==> src/rtl/sccomp_trace_pkg.sv <==
// sccomp_trace_pkg
// Shared definitions for the retire-trace capture unit.
//   trace_state_t : capture controller states
//   CH_*          : channel positions inside one packed sample
//   TS_W          : width of the optional per-sample cycle stamp
package sccomp_trace_pkg;

    typedef enum logic [1:0] {
        IDLE  = 2'd0,
        ARMED = 2'd1,
        POST  = 2'd2,
        DRAIN = 2'd3
    } trace_state_t;

    localparam int CH_PC   = 0;
    localparam int CH_INST = 1;
    localparam int CH_ALU  = 2;
    localparam int CH_MEM  = 3;

    localparam int TS_W = 16;

endpackage

==> src/rtl/sccomp_trace_ram.sv <==
// sccomp_trace_ram
// Simple dual-port storage for the trace ring: one write port and one
// registered read port. The read register only loads when rd_en is high, so
// the value it presents stays put while the consumer stalls.
// Ports:
//   clock, reset        : clock and asynchronous active-high reset (read register only)
//   wr_en/wr_addr/wr_data : write port
//   rd_en/rd_addr       : read request, data appears on rd_data after the edge
//   rd_data             : registered read data
module sccomp_trace_ram #(
    parameter int DEPTH = 16,
    parameter int WIDTH = 128,
    localparam int AW = $clog2(DEPTH)
) (
    input  logic             clock,
    input  logic             reset,
    input  logic             wr_en,
    input  logic [AW-1:0]    wr_addr,
    input  logic [WIDTH-1:0] wr_data,
    input  logic             rd_en,
    input  logic [AW-1:0]    rd_addr,
    output logic [WIDTH-1:0] rd_data
);

    logic [WIDTH-1:0] mem [DEPTH];

    // Storage array has no reset so it can map onto block RAM.
    always_ff @(posedge clock) begin
        if (wr_en) begin
            mem[wr_addr] <= wr_data;
        end
    end

    // Output register is reset so the read port reads zero straight out of reset.
    always_ff @(posedge clock or posedge reset) begin
        if (reset) begin
            rd_data <= '0;
        end else if (rd_en) begin
            rd_data <= mem[rd_addr];
        end
    end

endmodule

==> src/rtl/sccomp_trace_buffer.sv <==
// sccomp_trace_buffer
// Retire-trace capture unit. Records one sample per retired instruction into a
// ring buffer, freezes a programmable number of samples after a PC-match
// trigger, then streams the captured window oldest-first on a valid/ready port.
// Optional build macro: SCCOMP_TRACE_TIMESTAMP_EN adds a free-running 16-bit
// cycle stamp stored with every sample and presented on rd_ts.
// Ports:
//   clock, reset          : clock, asynchronous active-high reset
//   arm, abort            : start a capture (IDLE only) / discard and go idle
//   cap_valid, cap_data   : retired-instruction sample, channel k at [k*DATA_W +: DATA_W]
//   trig_pc, trig_mask    : trigger compare value and bit mask
//   rd_valid, rd_ready    : drain handshake
//   rd_data, rd_last      : drained sample and end-of-window marker
//   busy, triggered, wrapped : status
//   rd_ts                 : sample timestamp (only with SCCOMP_TRACE_TIMESTAMP_EN)
module sccomp_trace_buffer
    import sccomp_trace_pkg::*;
#(
    parameter int DATA_W    = 32,
    parameter int CHANNELS  = 4,
    parameter int DEPTH     = 16,
    parameter int POST_TRIG = 8
) (
    input  logic                       clock,
    input  logic                       reset,
    input  logic                       arm,
    input  logic                       abort,
    input  logic                       cap_valid,
    input  logic [CHANNELS*DATA_W-1:0] cap_data,
    input  logic [DATA_W-1:0]          trig_pc,
    input  logic [DATA_W-1:0]          trig_mask,
    output logic                       rd_valid,
    input  logic                       rd_ready,
    output logic [CHANNELS*DATA_W-1:0] rd_data,
    output logic                       rd_last,
    output logic                       busy,
    output logic                       triggered,
    output logic                       wrapped
`ifdef SCCOMP_TRACE_TIMESTAMP_EN
    ,
    output logic [TS_W-1:0]            rd_ts
`endif
);

    localparam int AW       = $clog2(DEPTH);
    localparam int SAMPLE_W = CHANNELS * DATA_W;
`ifdef SCCOMP_TRACE_TIMESTAMP_EN
    localparam int ENTRY_W  = SAMPLE_W + TS_W;
`else
    localparam int ENTRY_W  = SAMPLE_W;
`endif
    localparam logic [AW:0]   FULL_CNT  = (AW+1)'(DEPTH);
    localparam logic [AW-1:0] POST_INIT = AW'(POST_TRIG);

    trace_state_t state;
    trace_state_t state_next;

    logic [AW-1:0]      wr_ptr;
    logic [AW:0]        count;
    logic [AW:0]        fetched;
    logic [AW-1:0]      post_cnt;
    logic [AW-1:0]      rd_addr;
    logic               pc_match;
    logic               wr_en;
    logic               trig_hit;
    logic               accept;
    logic               fetch;
    logic [ENTRY_W-1:0] wr_entry;
    logic [ENTRY_W-1:0] rd_entry;

    // Trigger compare and the qualified events that drive both the FSM and the
    // datapath. abort blocks every write and every drain beat in its cycle.
    always_comb begin
        pc_match = ((cap_data[CH_PC*DATA_W +: DATA_W] ^ trig_pc) & trig_mask) == '0;
        wr_en    = cap_valid && !abort && ((state == ARMED) || (state == POST));
        trig_hit = cap_valid && !abort && (state == ARMED) && pc_match;
        accept   = (state == DRAIN) && !abort && rd_valid && rd_ready;
        fetch    = (state == DRAIN) && !abort && (fetched != count)
                   && (!rd_valid || rd_ready);
    end

    // Write and wrap pointers are frozen during DRAIN, so the oldest entry is
    // wr_ptr - count and each fetch walks forward from it. A full buffer has
    // count == DEPTH, whose low bits are zero, giving wr_ptr itself.
    always_comb begin
        rd_addr = wr_ptr - count[AW-1:0] + fetched[AW-1:0];
    end

    // State register.
    always_ff @(posedge clock or posedge reset) begin
        if (reset) begin
            state <= IDLE;
        end else begin
            state <= state_next;
        end
    end

    // Next-state logic. abort wins over arm, trigger, post-window writes and
    // the final drain handshake.
    always_comb begin
        state_next = state;
        if (abort) begin
            state_next = IDLE;
        end else begin
            case (state)
                IDLE: begin
                    if (arm) begin
                        state_next = ARMED;
                    end
                end
                ARMED: begin
                    if (trig_hit) begin
                        state_next = (POST_TRIG == 0) ? DRAIN : POST;
                    end
                end
                POST: begin
                    if (wr_en && (post_cnt == AW'(1))) begin
                        state_next = DRAIN;
                    end
                end
                DRAIN: begin
                    if (accept && rd_last) begin
                        state_next = IDLE;
                    end
                end
                default: begin
                    state_next = IDLE;
                end
            endcase
        end
    end

    // Capture bookkeeping: ring pointer, saturating fill count, wrap flag,
    // trigger flag and the post-trigger countdown.
    always_ff @(posedge clock or posedge reset) begin
        if (reset) begin
            wr_ptr    <= '0;
            count     <= '0;
            wrapped   <= 1'b0;
            triggered <= 1'b0;
            post_cnt  <= '0;
        end else begin
            if ((state == IDLE) && arm && !abort) begin
                wr_ptr    <= '0;
                count     <= '0;
                wrapped   <= 1'b0;
                triggered <= 1'b0;
            end
            if (wr_en) begin
                wr_ptr <= wr_ptr + AW'(1);
                if (count == FULL_CNT) begin
                    wrapped <= 1'b1;
                end else begin
                    count <= count + (AW+1)'(1);
                end
            end
            if (trig_hit) begin
                triggered <= 1'b1;
                post_cnt  <= POST_INIT;
            end else if ((state == POST) && wr_en) begin
                post_cnt <= post_cnt - AW'(1);
            end
        end
    end

    // Drain side. A fetch loads the RAM read register; rd_valid follows it by
    // one edge. The next entry is fetched on the same edge that accepts the
    // current one, so a continuously ready consumer gets one beat per cycle,
    // and a stalled consumer sees the read register untouched.
    always_ff @(posedge clock or posedge reset) begin
        if (reset) begin
            fetched  <= '0;
            rd_valid <= 1'b0;
            rd_last  <= 1'b0;
        end else begin
            if ((state == IDLE) && arm && !abort) begin
                fetched <= '0;
            end else if (fetch) begin
                fetched <= fetched + (AW+1)'(1);
            end
            if (abort) begin
                rd_valid <= 1'b0;
                rd_last  <= 1'b0;
            end else if (fetch) begin
                rd_valid <= 1'b1;
                rd_last  <= ((fetched + (AW+1)'(1)) == count);
            end else if (accept) begin
                rd_valid <= 1'b0;
                rd_last  <= 1'b0;
            end
        end
    end

`ifdef SCCOMP_TRACE_TIMESTAMP_EN
    logic [TS_W-1:0] ts_cnt;

    // Free-running cycle stamp, wraps naturally at 16 bits.
    always_ff @(posedge clock or posedge reset) begin
        if (reset) begin
            ts_cnt <= '0;
        end else begin
            ts_cnt <= ts_cnt + TS_W'(1);
        end
    end

    // The stamp rides in the top bits of each entry.
    always_comb begin
        wr_entry = {ts_cnt, cap_data};
        rd_data  = rd_entry[SAMPLE_W-1:0];
        rd_ts    = rd_entry[ENTRY_W-1 -: TS_W];
    end
`else
    // Entries hold the bare sample.
    always_comb begin
        wr_entry = cap_data;
        rd_data  = rd_entry;
    end
`endif

    // Status output.
    always_comb begin
        busy = (state != IDLE);
    end

    sccomp_trace_ram #(
        .DEPTH (DEPTH),
        .WIDTH (ENTRY_W)
    ) u_ram (
        .clock   (clock),
        .reset   (reset),
        .wr_en   (wr_en),
        .wr_addr (wr_ptr),
        .wr_data (wr_entry),
        .rd_en   (fetch),
        .rd_addr (rd_addr),
        .rd_data (rd_entry)
    );

endmodule

==> config.mk <==
export PLATFORM = sky130hd
export DESIGN_NAME = sccomp_trace_buffer
export DESIGN_NICKNAME = d
export VERILOG_FILES = /design/src/rtl/sccomp_trace_pkg.sv /design/src/rtl/sccomp_trace_ram.sv /design/src/rtl/sccomp_trace_buffer.sv
export SDC_FILE = /design/constraint.sdc
export NUM_CORES = 2
export LEC_CHECK = 0
export ABC_AREA = 0
export BUFFER_PORTS_ARGS = -buffer_cell sky130_fd_sc_hd__buf_2
export CORE_MARGIN = 2
export CORE_UTILIZATION = 25
export CTS_CLUSTER_SIZE = 14
export DETAILED_ROUTE_END_ITERATION = 7
export HOLD_SLACK_MARGIN = 0.08
export PLACE_DENSITY = 0.5
export SYNTH_ARGS = -nofsm -noshare
export SYNTH_HDL_FRONTEND = slang
export SYNTH_SLANG_ARGS = --single-unit
==> constraint.sdc <==
create_clock -name clock -period 13.3 [get_ports clock]
set_input_delay 2.66 -clock clock [delete_from_list [all_inputs] [get_ports clock]]
set_output_delay 2.66 -clock clock [all_outputs]
set_load 0.01 [all_outputs]
# [Word-level counts from Yosys, hierarchy flattened]
# Memory sizes are Yosys's and may differ from the RTL's. A register that Yosys moved wholly into a read port is not among the register bits.
# Cells that the tools add are included.
[classes] n_addsub=6 n_mul=0 n_div=0 n_lt_le_gt_ge=0 n_eq_ne=11 n_shift=0 mux=27 n_bitwise=2 reduce_logical=27
[ops] op="32-bit AND" count=1
[ops] op="32-bit zero test" count=1
[ops] op="32-bit bitwise XOR" count=1
[ops] op="5-bit two-way mux" count=5
[ops] op="4-bit two-way mux" count=4
[ops] op="1-bit logical AND" count=14
[ops] op="1-bit two-way mux" count=12
[ops] op="5-bit by 1-bit adder with 5-bit output (second input constant)" count=2
[ops] op="2-bit two-way mux" count=5
[ops] op="2-bit nonzero test" count=5
[ops] op="3-bit != test (second input constant)" count=3
[ops] op="2-bit case mux with 4 select lines" count=1
[ops] op="5-bit == test" count=1
[ops] op="5-bit == test (second input constant)" count=1
[ops] op="5-bit != test" count=1
[ops] op="4-bit by 1-bit adder with 4-bit output (second input constant)" count=1
[ops] op="4-bit adder" count=1
[ops] op="2-bit == test (second input constant)" count=2
[ops] op="4-bit by 1-bit == test with 1-bit output (second input constant)" count=1
[ops] op="4-bit AND reduction" count=1
[ops] op="4-bit by 1-bit subtractor with 4-bit output (second input constant)" count=1
[ops] op="4-bit subtractor" count=1
[ops] op="3-bit by 2-bit != test with 1-bit output (second input constant)" count=1
[ops] op="3-bit nonzero test" count=1
[ops] op="4 further kinds" count=6
[word_totals] ff_bits=24 latch_bits=0 mem_bits_rw=2048 mem_bits_ro=0 inputBits=198 word_cells=83 memories=1
[mem_list] memory="u_ram.mem" words=16 word_bits=128 rd=1 rd_ports_with_merged_regs=1 write_ports=1 line_no="sccomp_trace_ram.sv:25" text="logic [WIDTH-1:0] mem [DEPTH];"

# [Depth between registers and ports, before layout]
[logic_depth] ltp_word=8 ltp_mapped=11

# [Modules after synthesis]
# From an unflattened synthesis, not the netlist that was laid out.
[hier_totals] hier_cells=4049 hier_area_um2=83776.6
[modules_own_cells] mod="sccomp_trace_ram" instances=1 cells_per_inst=3815 area_each_um2=81698.4 seq_area_each_um2=64702.1
[modules_own_cells] mod="sccomp_trace_buffer" instances=1 cells_per_inst=234 area_each_um2=2078.2 seq_area_each_um2=600.6

# [Least setup slack after synthesis]
# No wires, ideal clock.
[synth_timing] kind="input to register" from="input port abort" to="memory u_ram.mem[11][0], enable pin" setup_ns=0.798 arrival_time_ns=12.635 required_ns=12.502 slack_ns=-0.134 path_stages=4 path_buffers=1 cell_sequence="and3b_1 > clkbuf_1 > nand2_1 > nor3b_1"
[synth_between] elab_chain_len=5
[synth_lines] element="start: declaration" line_no="sccomp_trace_buffer.sv:27" text="input logic abort,"
[synth_lines] element="1-bit zero test" line_no="sccomp_trace_buffer.sv:75" text="wr_en = cap_valid && !abort && ((state == ARMED) || (state == POST));"
[synth_lines] element="1-bit logical AND (2 in a row)" line_no="sccomp_trace_buffer.sv:75"
[synth_lines] element="1-bit two-way mux" line_no="sccomp_trace_ram.sv:29" text="if (wr_en) begin"
[synth_lines] element="1-bit two-way mux (not written as such)" line_no="sccomp_trace_ram.sv:30" text="mem[wr_addr] <= wr_data;"
[synth_lines] element="end: declaration" line_no="sccomp_trace_ram.sv:25"
# Every way passes these cells.

# [Worst setup path in the final report]
[layout_timing] from="register count[1]" to="register u_ram.rd_data[85], read port of u_ram.mem"
[layout_between] elab_chain_len=3 word_cells_on_any_way=5 classes_between="2 x add/sub; 1 x eq/ne; 2 x reduce/logical"
[layout_lines] element="start: declaration" line_no="sccomp_trace_buffer.sv:59" text="logic [AW:0] count;"
[layout_lines] element="start signal: assignment" line_no="sccomp_trace_buffer.sv:154" text="count <= count + (AW+1)'(1);"
[layout_lines] element="parallel branches: the longest is 3 deep, another holds 4-bit subtractor"
[layout_lines] element="end: declaration" line_no="sccomp_trace_ram.sv:22" text="output logic [WIDTH-1:0] rd_data"
# Parallel ways; which one is timed is not known.
# A chain may end at the register's enable or synchronous reset.

==> flow_metrics.tcl <==
set metrics [dict create \
    numCtsBuffers 240 \
    syn_to_final_growth_pct 17.63 \
    cts_tree "built" \
    place_area_um2 91770 \
    fin_tns_setup_ns 0 \
    cts_resized 0 \
    path_delay_family "adder cells" \
    p_per_area_nw_per_um2 244.8 \
    worst-path-max-fanout 127 \
    synth.mux.area_fraction 0.1970 \
    p_leak_uw 0.03205 \
    synthSimpleGateAreaFrac 0.005063 \
    gp_congestion 0.7128 \
    vias 37200 \
    ys_seq_area_frac 0.7704 \
    wire_per_inst_um 24.39 \
    maxCapViolations 0 \
    antenna_found_initial 60 \
    arrival_ns 6.40 \
    setup_viol 0 \
    layout_common_cells "edfxtp_1 (2,048), mux4_2 (538), buf_2 (330), clkbuf_16 (241), dfrtp_1 (152)" \
    syn_area_um2 84760 \
    dpl.hpwl_um 117700 \
    yosysWarnings 0 \
    grt_pass1_wl_um 295800 \
    synthAdderAreaFrac 0.003366 \
    required_ns 14.04 \
    layout.cells.most_common "edfxtp_1" \
    drt_iter0_drc 2780 \
    die_area_um2 343700 \
    ys_types 45 \
    critical_path.max_stage_delay_ns 1.39 \
    endpoint_kind "flip-flop" \
    min_period_ns 5.657 \
    status "complete, no violations" \
    path_class "flip-flop to flip-flop" \
    cts.clk_slew.worst_paths_ns 0.06 \
    fin_nets 4073 \
    grt_pass1_vias 39640 \
    grt_start_max_net_pins 128 \
    fmax_mhz 176.8 \
    yosys.area.top_type_share 0.7255 \
    tightest_slew_ns 1.103 \
    clockBufferDepth 4 \
    initial_core_util 0.2514 \
    yosys_most_used_dff "edfxtp_1" \
    avgViaCountPerCell 4.332 \
    firstDrtPassIters 5 \
    grt_use_total 0.1196 \
    design_area_um2 99710 \
    startpoint_type "flip-flop" \
    slowest_stage "fa_4" \
    synth_nets 3580 \
    synth_cells 3361 \
    synthTopCellsByArea "edfxtp_1 (73%), mux4_2 (14%), dfrtp_1 (4.5%)" \
    yosys.area.top_type "edfxtp_1" \
    hold_buffers 0 \
    row_count 213 \
    worstPathBufferInverterCount 3 \
    coreArea_um2 337100 \
    drc 0 \
    fillerInstances 32650 \
    grt_overflow 0 \
    hp-class "flip-flop to flip-flop" \
    avgSynthCellArea_um2 25.22 \
    die_w_um 586.3 \
    root_buffer "clkbuf_16" \
    numPortBuffers 330 \
    synth-edff-count 2048 \
    crit_chain "fa_1, inv_1, fa_4, buf_4, buf_12, mux4_1, mux4_2, mux2_4" \
    finish.utilization 0.2958 \
    multi_input_area_um2 18370 \
    rsz0062_at_grt "false" \
    cts_htree_levels 4 \
    synth_top_family_by_area "multiplexers" \
    io_pins 331 \
    clock-sinks 2200 \
    cts_setup_buffers 0 \
    post-route-period-util 0.4254 \
    drt_wl_total_um 209400 \
    fp.dieH_um 586.3 \
    clock-skew-final_ns 0.08319 \
    synth_seq_cells 2200 \
    drv_slew 0 \
    finalHoldViolations 0 \
    async_flop_share 0.06909 \
    seq_area_um2 65300 \
    synth_xor_xnor_area_share 0.005329 \
    max_slew_margin 0.2646 \
    vdd_ir_drop_max_mv 0.4108 \
    post_route_cells_drive_above_1_share 0.3639 \
    worstSkewPairLatency_ns 0.90 \
    synth_compound_area_frac 0.003956 \
    ant_nets 0 \
]
## registers in the layout (all words and copies together) (netlist names), 2 cells and up
name	cells
u_ram.rd_data	128
post_cnt	4
u_ram.mem	2048
fetched	5
wr_ptr	4
count	5
state	2
## final cells by class
class,instances,area share
Antenna cell,13,0.0003263
Clock buffer,308,0.06461
Clock inverter,139,0.01471
Inverter,19,0.0007906
Multi-Input combinational cell,980,0.1843
Sequential cell,2200,0.6549
Tap cell,4515,0.05666
Timing Repair Buffer,413,0.02369
## cells by family (layout without fill, tap and decap cells)
kind of cell | count (synthesis) | in the layout
simple gates | 91 | 91
other cells | 0 | 13
flops | 2200 | 2200
fa+ha+maj | 21 | 21
xor+xnor | 49 | 49
buf+inv | 181 | 879
mux | 769 | 769
compound gates | 50 | 50
## cell usage after synthesis, drive strengths merged (4+ instances only)
master and n:
nand4 6, clkbuf 22, o21ai 15, inv 19, edfxtp 2048, nand2b 6, ha 18, a21oi 4
xnor2 10, dlymetal6s2s 5, mux2 128, nor2 27, nor3 7, nand2 24, buf 96, mux4 640
a22oi 15, dlygate4sd1 38, nand3 9, xor2 39, a31oi 4, dfrtp 152
## path summary, 6_finish.rpt
kind / start / end / slack [ns] / depth (start not counted)
setup reg to reg: count[1] / u_ram.rd_data[85] / 7.64 / 8
setup / recovery: count[1] / u_ram.rd_data[85] / 7.64 / 8
hold reg to reg: u_ram.rd_data[53] / u_ram.rd_data[53] / 0.50 / 1
min in group asynchronous: reset / wr_ptr[1] / 1.87 / 2
max in group asynchronous: reset / u_ram.rd_data[49] / 10.01 / 3
hold / removal: u_ram.rd_data[53] / u_ram.rd_data[53] / 0.50 / 1
## per-layer routing
metal / vias to the layer above / routed length, um / track usage
li1: 15590 / - / -
met1: 20350 / 90550 / 0.1569
met2: 862 / 101500 / 0.1980
met3: 354 / 11860 / 0.02769
met4: 36 / 5250 / 0.03276
met5: - / 216 / 0
## through the flow
step	std cells	worst slack, ns	power (uW)	hold WS, ns
2_1_floorplan	3361	0.5397	15610	0.4884
3_3_place_gp	8126	6.658	18280	0.4901
3_5_place_dp	8127	7.200	18290	0.4894
4_1_cts	8574	7.505	24990	0.5110
5_1_grt	8578	7.294	25600	0.5218
6_report	8587	7.643	24410	0.5047
## where the power goes
part           internal, uW  switching, uW
Combinational          5020           4870
Sequential             7770            120
Clock                  3880           2750
Total                 16700           7740
(Power assumes the default switching activity.)
